===== src/rtl/alu_cmd_queue.sv =====
// alu_cmd_queue: command FIFO feeding a 4-bit ALU plus a held result slot.
// Producer pushes {s,a,b} via cmd_valid/cmd_ready; the FIFO head drives
// alu_a/alu_b/alu_s; alu_y is captured into res_y/res_s with res_valid/res_ready.
// Ports: clk, rst (sync, active-high), cmd_*, alu_*, res_*, count.
// Optional macro ALU_CMD_QUEUE_STATS_EN adds done_cnt[7:0] and ovf_seen.
module alu_cmd_queue #(
   parameter int DEPTH = 4
) (
   input  logic                     clk,
   input  logic                     rst,
   input  logic                     cmd_valid,
   output logic                     cmd_ready,
   input  logic [3:0]               cmd_a,
   input  logic [3:0]               cmd_b,
   input  logic [2:0]               cmd_s,
   output logic [3:0]               alu_a,
   output logic [3:0]               alu_b,
   output logic [2:0]               alu_s,
   input  logic [7:0]               alu_y,
   output logic                     res_valid,
   input  logic                     res_ready,
   output logic [7:0]               res_y,
   output logic [2:0]               res_s,
`ifdef ALU_CMD_QUEUE_STATS_EN
   output logic [7:0]               done_cnt,
   output logic                     ovf_seen,
`endif
   output logic [$clog2(DEPTH):0]   count
);

   localparam int AW = $clog2(DEPTH);
   localparam int CW = AW + 1;

   logic [10:0]   r_mem [DEPTH];
   logic [AW-1:0] r_wptr;
   logic [AW-1:0] r_rptr;
   logic [CW-1:0] r_count;
   logic          r_res_valid;
   logic [7:0]    r_res_y;
   logic [2:0]    r_res_s;

   logic          w_full;
   logic          w_empty;
   logic          w_push;
   logic          w_issue;
   logic [10:0]   w_head;

   assign w_full  = (r_count == CW'(DEPTH));
   assign w_empty = (r_count == '0);
   assign w_push  = cmd_valid && !w_full;
   assign w_issue = !w_empty && (!r_res_valid || res_ready);
   assign w_head  = r_mem[r_rptr];

   // Head comes straight from storage; forced to 0 when nothing is queued.
   assign alu_s = w_empty ? 3'd0 : w_head[10:8];
   assign alu_a = w_empty ? 4'd0 : w_head[7:4];
   assign alu_b = w_empty ? 4'd0 : w_head[3:0];

   assign cmd_ready = !w_full;
   assign res_valid = r_res_valid;
   assign res_y     = r_res_y;
   assign res_s     = r_res_s;
   assign count     = r_count;

   always_ff @(posedge clk) begin
      if (!rst && w_push) begin
         r_mem[r_wptr] <= {cmd_s, cmd_a, cmd_b};
      end
   end

   always_ff @(posedge clk) begin
      if (rst) begin
         r_wptr  <= '0;
         r_rptr  <= '0;
         r_count <= '0;
      end else begin
         if (w_push) begin
            r_wptr <= r_wptr + AW'(1);
         end
         if (w_issue) begin
            r_rptr <= r_rptr + AW'(1);
         end
         case ({w_push, w_issue})
            2'b10:   r_count <= r_count + CW'(1);
            2'b01:   r_count <= r_count - CW'(1);
            default: r_count <= r_count;
         endcase
      end
   end

   // Issue refills the slot in the same edge the old result is taken.
   always_ff @(posedge clk) begin
      if (rst) begin
         r_res_valid <= 1'b0;
         r_res_y     <= '0;
         r_res_s     <= '0;
      end else if (w_issue) begin
         r_res_valid <= 1'b1;
         r_res_y     <= alu_y;
         r_res_s     <= w_head[10:8];
      end else if (r_res_valid && res_ready) begin
         r_res_valid <= 1'b0;
      end
   end

`ifdef ALU_CMD_QUEUE_STATS_EN
   logic [7:0] r_done_cnt;
   logic       r_ovf_seen;
   logic       w_ovf;

   // Opcodes 000 (add) and 001 (sub) share s[2:1] == 00.
   assign w_ovf = w_issue && (w_head[10:9] == 2'b00)
                  && (alu_y[7:4] != 4'h0);

   always_ff @(posedge clk) begin
      if (rst) begin
         r_done_cnt <= '0;
         r_ovf_seen <= 1'b0;
      end else begin
         if (r_res_valid && res_ready) begin
            r_done_cnt <= r_done_cnt + 8'd1;
         end
         if (w_ovf) begin
            r_ovf_seen <= 1'b1;
         end
      end
   end

   assign done_cnt = r_done_cnt;
   assign ovf_seen = r_ovf_seen;
`endif

endmodule

===== config.mk =====
export PLATFORM = sky130hd
export DESIGN_NAME = alu_cmd_queue
export DESIGN_NICKNAME = d
export VERILOG_FILES = /design/src/rtl/alu_cmd_queue.sv
export SDC_FILE = /design/constraint.sdc
export NUM_CORES = 1
export LEC_CHECK = 0
export ABC_AREA = 1
export CAP_MARGIN = 20
export CORE_ASPECT_RATIO = 1.5
export CORE_MARGIN = 1
export CORE_UTILIZATION = 47
export DETAILED_ROUTE_END_ITERATION = 16
export PLACE_DENSITY = 0.75
export SKIP_LAST_GASP = 1
export SYNTH_ARGS = -nofsm -noshare
export SYNTH_HDL_FRONTEND = slang
export SYNTH_SLANG_ARGS = --single-unit

===== constraint.sdc =====
create_clock -name clk -period 1.52 [get_ports clk]
set_input_delay 0.304 -clock clk [delete_from_list [all_inputs] [get_ports clk]]
set_output_delay 0.304 -clock clk [all_outputs]
set_load 0.02 [all_outputs]

==> impl_results.md <==
* Status: complete, but fails checks
* Failing checks: negative setup slack
* Power after layout at 7.32 mW
* DRT antenna net count at 0
* Clock Sinks at 65
* CP Launch Type: flip-flop
* Initial drt markers at 65
* Syn_nets at 303
* Slew HR at 80.6%
* DRT Wirelength at 5.53 mm
* Inst Count DP at 419
* Clock transition at the registers of the reported paths at 70 ps
* Worst VDD drop at 1440 µV
* Slew @ Worst Pin at 288 ps
* Setup WS pre-CTS at -446 ps
* CP Cell Sequence: inv_4 -> buf_12 -> o21ai_0 -> a21oi_1 -> buf_4
* CTS tree: built
* Initial Util at 49.6%
* Post-Syn Area per Cell at 10.0 µm²
* Drc violations at 0
* Pins Over Slew Limit at 0
* Core area at 5530 µm²
* Fin worst setup slack at -205 ps
* Mapped Area at 2750 µm²
* Die Y at 95.6 µm
* CP delay by family, top: flip-flops
* GRT Overall Usage at 20.4%
* Tmin final at 1730 ps
* Crit path required time at 1220 ps
* Maxcap violations at 0
* Placer Congestion at 0.743
* Layout cells sized above 1 at 30.4%
* # port buffers at 49
* Ant diodes at 0
* Yosys cell types at 23
* Largest net degree at the start of global routing at 19
* First-pass GRT wire length at 9.16 mm
* Wire length per cell at 12.6 µm
* CP max stage delay at 410 ps
* H-tree depth at 3
* IO Pins at 50
* Final nets at 393
* FF/Latch Area at 1760 µm²
* Row count at 33
* Core Util, Final at 70.1%
* Ys Warns at 0
* DR pass1 iterations at 4
* Setup violators final at 13
* Arrival @ worst endpoint at 1420 ps
* Max Freq at 580 MHz
* Buf/Inv on CP at 3
* CTS Buf Count at 9
* WS Path Type: reg -> out
* Number of antenna violations at the first check in global routing at 0
* Dpl hpwl at 3.80 mm
* Fillers at 419
* Min-delay worst type: reg -> reg
* Clk root buf: clkbuf_8
* CP max FO at 14
* Final hold viol count at 0
* Clock buffer depth at 2
* Via count at 2086
* Skew-Pair Late Insertion Delay at 330 ps
* Mapped Cells at 274
* RSZ-0062 raised after global routing: true
* Fin crit share at 114%
* Sequential area share after synthesis at 63.4%
* Final Non-Filler Cells at 439
* Synthesis-to-finish area growth at 41.3%
* Max Clock Skew at 5.68 ps
* P per Cell Area at 1890 nW/µm²
* Leakage at 1.65 nW
* Chip Width at 64.4 µm
* Vias in the first global route at 2078
* Multi-input gate area at 887 µm²
* Die ar. at 6160 µm²
* Grt total ovfl at 0
* #FFs+latches synth at 65
* Crit end category: output pin
* CP max-delay cell: dfxtp_4
* Via-per-instance ratio at 4.75
-- report_power, final --
group | switching (mW) | internal [mW]
combinational | 2.03 | 1.65
sequential | 0.188 | 2.22
clock | 0.646 | 0.586
total | 2.87 | 4.46
-- cell type report --
class,count,area share [%]
Clock buffer,9,3.19
Timing Repair Buffer,88,21.4
Clock inverter,7,1.19
Sequential cell,65,45.3
Tap cell,70,2.26
Inverter,37,3.77
Multi-Input combinational cell,163,22.9
-- synth_stat cells (all sizes together) --
cell type	count	area [µm²]
nand3	9	65.1
clkbuf	1	5.00
ha	5	62.6
clkinv	1	3.75
inv	36	135
o21ai	27	135
a21boi	1	7.51
a21oi	15	75.1
edfxtp	44	1320
buf	8	75.1
nor2	66	250
nand2	38	163
dfxtp	21	420
fa	1	20.0
nand3b	1	7.51
-- layout by cell type (no fill, tap or decap), drive strengths merged --
| master | count |
|---|---|
| a21boi | 1 |
| a21oi | 15 |
| buf | 51 |
| clkbuf | 9 |
| clkdlybuf4s50 | 22 |
| clkinv | 5 |
| clkinvlp | 2 |
| dfxtp | 21 |
| dlygate4sd2 | 15 |
| edfxtp | 44 |
| fa | 1 |
| ha | 5 |
| inv | 37 |
| nand2 | 38 |
| nand3 | 9 |
| nand3b | 1 |
| nor2 | 66 |
| o21ai | 27 |
-- layer usage --
| metal | track usage (%) | routed length, µm |
|---|---|---|
| met3 | 6.82 | 300 |
| met5 | 0 | 0 |
| met2 | 37.8 | 3080 |
| met1 | 20.3 | 2070 |
| met4 | 9.44 | 89 |
-- cells by family after synthesis --
family / share of synthesized area, %
compound gates: 7.93
fa+ha+maj: 3.01
buf+inv: 7.97
flops: 63.4
simple gates: 17.7
-- worst paths after layout --
| path | from | endpoint | slack (ps) | cells after the start |
|---|---|---|---|---|
| setup / recovery | flip-flop | alu_b[3] | -210 | 5 |
| hold / removal | res_y[5] | res_y[5] | 490 | 2 |
| setup reg to reg | count[0] | count[2] | -120 | 14 |
| hold reg to reg | res_y[5] | res_y[5] | 490 | 2 |
-- repair_timing --
| item | 4_1_cts | 5_1_grt |
|---|---|---|
| endpoints found under the setup margin | 67 | 52 |
| gates resized for setup | 93 | 22 |
| hold buffers | 0 | 0 |
| pin swaps | 14 | 12 |
| cloned | 1 | 0 |
| buffers inserted | 2 | 1 |
-- state kept, by name, indices dropped and copies added, names as in the netlist, named ones only --
register   cells
count          3
r_mem         44
res_valid      1
res_s          3
r_wptr         2
res_y          8
r_rptr         2
-- per-stage QoR --
stage | hold slack [ps] | cell area [µm²] | setup TNS [ps]
finish | 490 | 3880 | -1990
global route | 512 | 3880 | -3370
CTS | 493 | 3810 | -2240
detailed placement | 479 | 3590 | -19920
global placement | 465 | 3590 | -17850
floorplan | 382 | 2790 | -91.2
-- worst reg2reg max path, cell delays in order (launching register included) --
cell     delay [ps]
dfxtp_4         360
nor2_4           50
nand2_2          90
buf_6           110
nand2_4          60
inv_6            60
ha_4            130
inv_2            40
fa_2            350
inv_2            60
nand2_2          50
nand3_2          60
nand2_1          50
nand2_1          50
nor2_1           40
No activity file was read; power rests on OpenSTA's default activity.
